<file path="src/rtl/mem_port_arbiter.sv">
// Memory port arbiter: shares one downstream port between fetch (A)
// and data (B), one outstanding transaction, alternating on ties.
module mem_port_arbiter (
  input  logic        clk,
  input  logic        reset,
  input  logic        read_a,
  input  logic [15:0] address_a,
  input  logic        flush_a,
  output logic        resp_a,
  output logic [15:0] rdata_a,
  input  logic        read_b,
  input  logic        write_b,
  input  logic [15:0] address_b,
  input  logic [15:0] wdata_b,
  input  logic [1:0]  wmask_b,
  output logic        resp_b,
  output logic [15:0] rdata_b,
  output logic        mem_read,
  output logic        mem_write,
  output logic [15:0] mem_address,
  output logic [15:0] mem_wdata,
  output logic [1:0]  mem_byte_enable,
  input  logic        mem_resp,
  input  logic [15:0] mem_rdata
);

  localparam logic [1:0] IDLE    = 2'd0;
  localparam logic [1:0] SERVE_A = 2'd1;
  localparam logic [1:0] SERVE_B = 2'd2;
  localparam logic [1:0] WAIT    = 2'd3;

  localparam logic GRANT_A = 1'b0;
  localparam logic GRANT_B = 1'b1;

  logic [1:0]  state;
  logic [1:0]  state_nxt;
  logic        last_grant;
  logic        discard_a;
  logic [15:0] lat_addr;
  logic [15:0] lat_wdata;
  logic [1:0]  lat_mask;
  logic        lat_write;

  logic req_a;
  logic req_b;
  logic grant_a;
  logic grant_b;

  assign req_a = read_a;
  assign req_b = read_b | write_b;

  always_comb begin
    grant_a = 1'b0;
    grant_b = 1'b0;
    if (state == IDLE) begin
      if (req_a && req_b) begin
        grant_b = (last_grant == GRANT_A);
        grant_a = ~grant_b;
      end else begin
        grant_a = req_a;
        grant_b = req_b;
      end
    end
  end

  always_comb begin
    state_nxt = state;
    unique case (state)
      IDLE: begin
        if (grant_a)      state_nxt = SERVE_A;
        else if (grant_b) state_nxt = SERVE_B;
      end
      SERVE_A,
      SERVE_B: if (mem_resp) state_nxt = WAIT;
      WAIT:    state_nxt = IDLE;
      default: state_nxt = IDLE;
    endcase
  end

  always_ff @(posedge clk) begin
    if (reset) begin
      state      <= IDLE;
      last_grant <= GRANT_A;
      discard_a  <= 1'b0;
      lat_addr   <= '0;
      lat_wdata  <= '0;
      lat_mask   <= '0;
      lat_write  <= 1'b0;
    end else begin
      state <= state_nxt;
      if (grant_a) begin
        last_grant <= GRANT_A;
        lat_addr   <= address_a;
        lat_wdata  <= '0;
        lat_mask   <= 2'b11;
        lat_write  <= 1'b0;
      end else if (grant_b) begin
        last_grant <= GRANT_B;
        lat_addr   <= address_b;
        lat_wdata  <= wdata_b;
        lat_mask   <= write_b ? wmask_b : 2'b11;
        lat_write  <= write_b;
      end
      // A flush may arrive any time during the fetch; remember it
      if (state == SERVE_A)
        discard_a <= mem_resp ? 1'b0 : (discard_a | flush_a);
    end
  end

  assign mem_read  = (state == SERVE_A) |
                     ((state == SERVE_B) & ~lat_write);
  assign mem_write = (state == SERVE_B) & lat_write;

  assign mem_address     = lat_addr;
  assign mem_wdata       = lat_wdata;
  assign mem_byte_enable = lat_mask;

  assign resp_a = (state == SERVE_A) & mem_resp &
                  ~(discard_a | flush_a);
  assign resp_b = (state == SERVE_B) & mem_resp;

  assign rdata_a = mem_rdata;
  assign rdata_b = mem_rdata;

endmodule

</file>
<file path="config.mk">
export PLATFORM = sky130hd
export DESIGN_NAME = mem_port_arbiter
export DESIGN_NICKNAME = d
export VERILOG_FILES = /design/src/rtl/mem_port_arbiter.sv
export SDC_FILE = /design/constraint.sdc
export NUM_CORES = 1
export LEC_CHECK = 0
export CAP_MARGIN = 20
export CORE_ASPECT_RATIO = 1.1
export CORE_MARGIN = 5
export CORE_UTILIZATION = 35
export DETAILED_ROUTE_END_ITERATION = 10
export GPL_TIMING_DRIVEN = 1
export PLACE_DENSITY = 0.84
export SLEW_MARGIN = 10
export SYNTH_ARGS = -nofsm -noshare
export SYNTH_HDL_FRONTEND = slang
export SYNTH_SLANG_ARGS = --single-unit
</file>
<file path="constraint.sdc">
create_clock -name clk -period 1.9 [get_ports clk]
set_input_delay 0.285 -clock clk [delete_from_list [all_inputs] [get_ports clk]]
set_output_delay 0.285 -clock clk [all_outputs]
set_load 0.02 [all_outputs]
</file>
==> results.cfg <==
[timing]
worst_slack_ns = 0.110
hold_violations = 0
setup_violations = 0
clock_skew_ns = 0.00467
slew_headroom_pct = 58.4
tightest_slew_ns = 0.624
drv_slew = 0
tns_ns = 0
fin_crit_ns = 1.79
rsz0062_at_grt = no
max_freq_mhz = 559
fin_crit_sh_pct = 94.2

[routing]
drc_errors = 0
routed-wl-met3_um = 636
final_antenna_net_count = 0
wire_per_inst_um = 16.3
vias_per_cell = 5.29
wl_met1_mm = 2.54
drt-initial-drc-count = 95
maxUsedRoutingLayer = met4
firstDrtPassIters = 4
routed_wl_mm = 6.25
met2WireLength_mm = 3.02
vias = 2033

[finish]
layoutNonFillerInstCount = 384
diodes = 0
ff_latch_area_um2 = 781
fin_nets = 383
finish.utilization_pct = 51.6
nFillCells = 539
multi_input_area_um2 = 918
syn_to_final_growth_pct = 43.5
final_layout_size_suffix_gt1_share_pct = 8.47

[worst_setup_path]
cpPeakStageDelay_ns = 0.36
cp.buffers_inverters = 2
required_ns = 1.62
cp-end-kind = primary output
crit_slowest_cell = dlygate4sd2_1
cp.arrival_ns = 1.50
critPathKind = register to primary output
crit_chain = inv_1 > ha_1 > nand2_1 > nor3_1 > dlygate4sd2_1
worstSetupStartpointType = register
cpLargestDelayFamily = buffers and inverters
cp_max_fo = 4

[floorplan]
die_h_um = 90.7
io_pins = 143
initial_core_util_pct = 36.0
rows = 29
die_area_mm2 = 0.00757
core_area_mm2 = 0.00577
die_w_um = 83.4

[logic_synthesis]
synth_area_mm2 = 0.00207
synth_fp_nets = 324
synth_cells = 248
yosysSeqAreaShare_pct = 37.6
yosysTopAreaCellShare_pct = 37.6
synth_area_leader_cell = dfxtp_1
synth_warnings = 0
synth-seq-cells = 39
synth.area.top_cells = dfxtp_1 38%, buf_4 12%, nand3_1 8.0%
synth.avg_cell_area_um2 = 8.36
yosysUniqueCellTypes = 32

[global_routing]
grt_pass1_wl_mm = 9.87
grt_max_degree = 34
grt_use_total_pct = 15.7
grt_pass1_vias = 2013
grt_remaining_overflow = 0
antenna_found_initial = 0

[clocking]
clock_latency_ns = 0.28
clockRootBuffer = clkbuf_8
cts_setup_buffers = 0
cts_made_buffers = 5
cts_tree = built
cts.htree.levels = 2
numClockSinks = 39
clockBufferDepth = 2
clkTransAtPathRegs_ns = 0.07
ctsHoldBuffers = 0

[place]
place_inst = 377
io_buffers = 94
dp_hpwl_mm = 4.39
gp_congestion = 0.752
dp_slack_ns = 0.00371

[pwr]
irDropWorstVdd_mv = 0.568
power.leakage_uw = 0.00107
power_density_mw_per_mm2 = 1340

[worst_hold_path]
hold_class = register to register

[job]
drv_cap = 0

[status]
status = finished, final reports clean
metal layers:
metal	vias to the layer above	track usage, %
met4	0	3.95
met2	80	27.3
met5	-	0
met3	10	6.84
li1	987	-
met1	956	17.5
cells by family after synthesis:
kind of cell               synth area share [%]
AOI/OAI and AO/OA                          25.9
adders and majority gates                  1.81
buffers and inverters                      18.2
DFF                                        37.6
and+or+nand+nor                            16.4
worst reg2reg max path: cells and delay by family (launching register included):
| family | cells | cell delay, ns |
|---|---|---|
| AND/OR/NAND/NOR | 2 | 0.58 |
| flip-flops | 1 | 0.34 |
| AO/OA/AOI/OAI | 1 | 0.33 |
| adder cells (fa/ha/maj) | 1 | 0.29 |
| buffers and inverters | 1 | 0.08 |
repair_timing:
item                                   in CTS  in global routing
resized for setup                           4                  0
endpoints found under the hold margin       0                  0
setup endpoints to repair                   4                  0
report_power, final:
group | switching (uW) | leakage (uW) | total [uW] | internal (uW)
combinational | 1220 | 0.000706 | 2250 | 1030
clock | 272 | 0.0000470 | 557 | 285
sequential | 123 | 0.000321 | 1180 | 1060
total | 1610 | 0.00107 | 3990 | 2370
synthesized netlist by cell type:
library cell and n:
a211o_1 1, a211oi_1 1, a21bo_2 1, a21boi_4 1, a21o_1 2, a21oi_1 20, a2bb2oi_1 1, a311oi_1 16
a311oi_2 1, and2_1 2, buf_2 10, buf_4 34, buf_6 2, clkbuf_1 7, clkbuf_2 1, dfxtp_1 39
ha_1 3, inv_1 5, nand2_1 3, nand2b_1 1, nand3_1 33, nand3b_1 2, nor2_1 5, nor3_1 17
o21ai_0 32, o21ai_4 1, o21ba_1 1, o311a_1 2, o31ai_1 1, or2_1 1, or2_2 1, or4b_4 1
registers in the layout, indices dropped and copies added (netlist names):
signal,count
lat_write,1
mem_wdata,16
state,2
discard_a,1
mem_address,16
last_grant,1
mem_byte_enable,2
layout make-up:
class / instances / share of cell area [%]
Timing Repair Buffer: 106 / 36.1
Sequential cell: 39 / 26.2
Tap cell: 77 / 3.24
Inverter: 5 / 0.630
Clock inverter: 1 / 0.168
Clock buffer: 6 / 2.77
Multi-Input combinational cell: 150 / 30.8
through the flow:
| step | power, uW | area (um^2) | hold WS [ns] |
|---|---|---|---|
| after floorplan | 2590 | 2070 | 0.385 |
| after global placement | 3420 | 2900 | 0.459 |
| after detailed placement | 3480 | 2900 | 0.467 |
| after CTS | 4040 | 2980 | 0.479 |
| after global routing | 4250 | 2980 | 0.499 |
| final | 3990 | 2980 | 0.475 |
cell usage in the layout, fill, tap and decap left out, types with 2 or more instances in the layout:
master | synthesis | routed
a21oi_1 | 20 | 20
a21o_1 | 2 | 2
ha_1 | 3 | 3
o311a_1 | 2 | 2
dfxtp_1 | 39 | 39
nand3_1 | 33 | 33
buf_12 | 0 | 4
nor3_1 | 17 | 17
clkbuf_8 | 0 | 6
nor2_1 | 5 | 4
a311oi_1 | 16 | 16
o21ai_0 | 32 | 32
dlygate4sd2_1 | 0 | 4
inv_1 | 5 | 5
buf_4 | 34 | 8
clkdlybuf4s50_1 | 0 | 90
and2_1 | 2 | 2
nand3b_1 | 2 | 2
nand2_1 | 3 | 3
worst paths after layout:
path | from | to | slack, ns | cells after the start
setup / recovery | state[1] | resp_a | 0.11 | 5
hold / removal | mem_wdata[15] | mem_wdata[15] | 0.48 | 2
setup reg to reg | state[0] | mem_address[14] | 0.19 | 5
hold reg to reg | mem_wdata[15] | mem_wdata[15] | 0.48 | 2
Note: power is estimated with default switching activity, not from simulation.
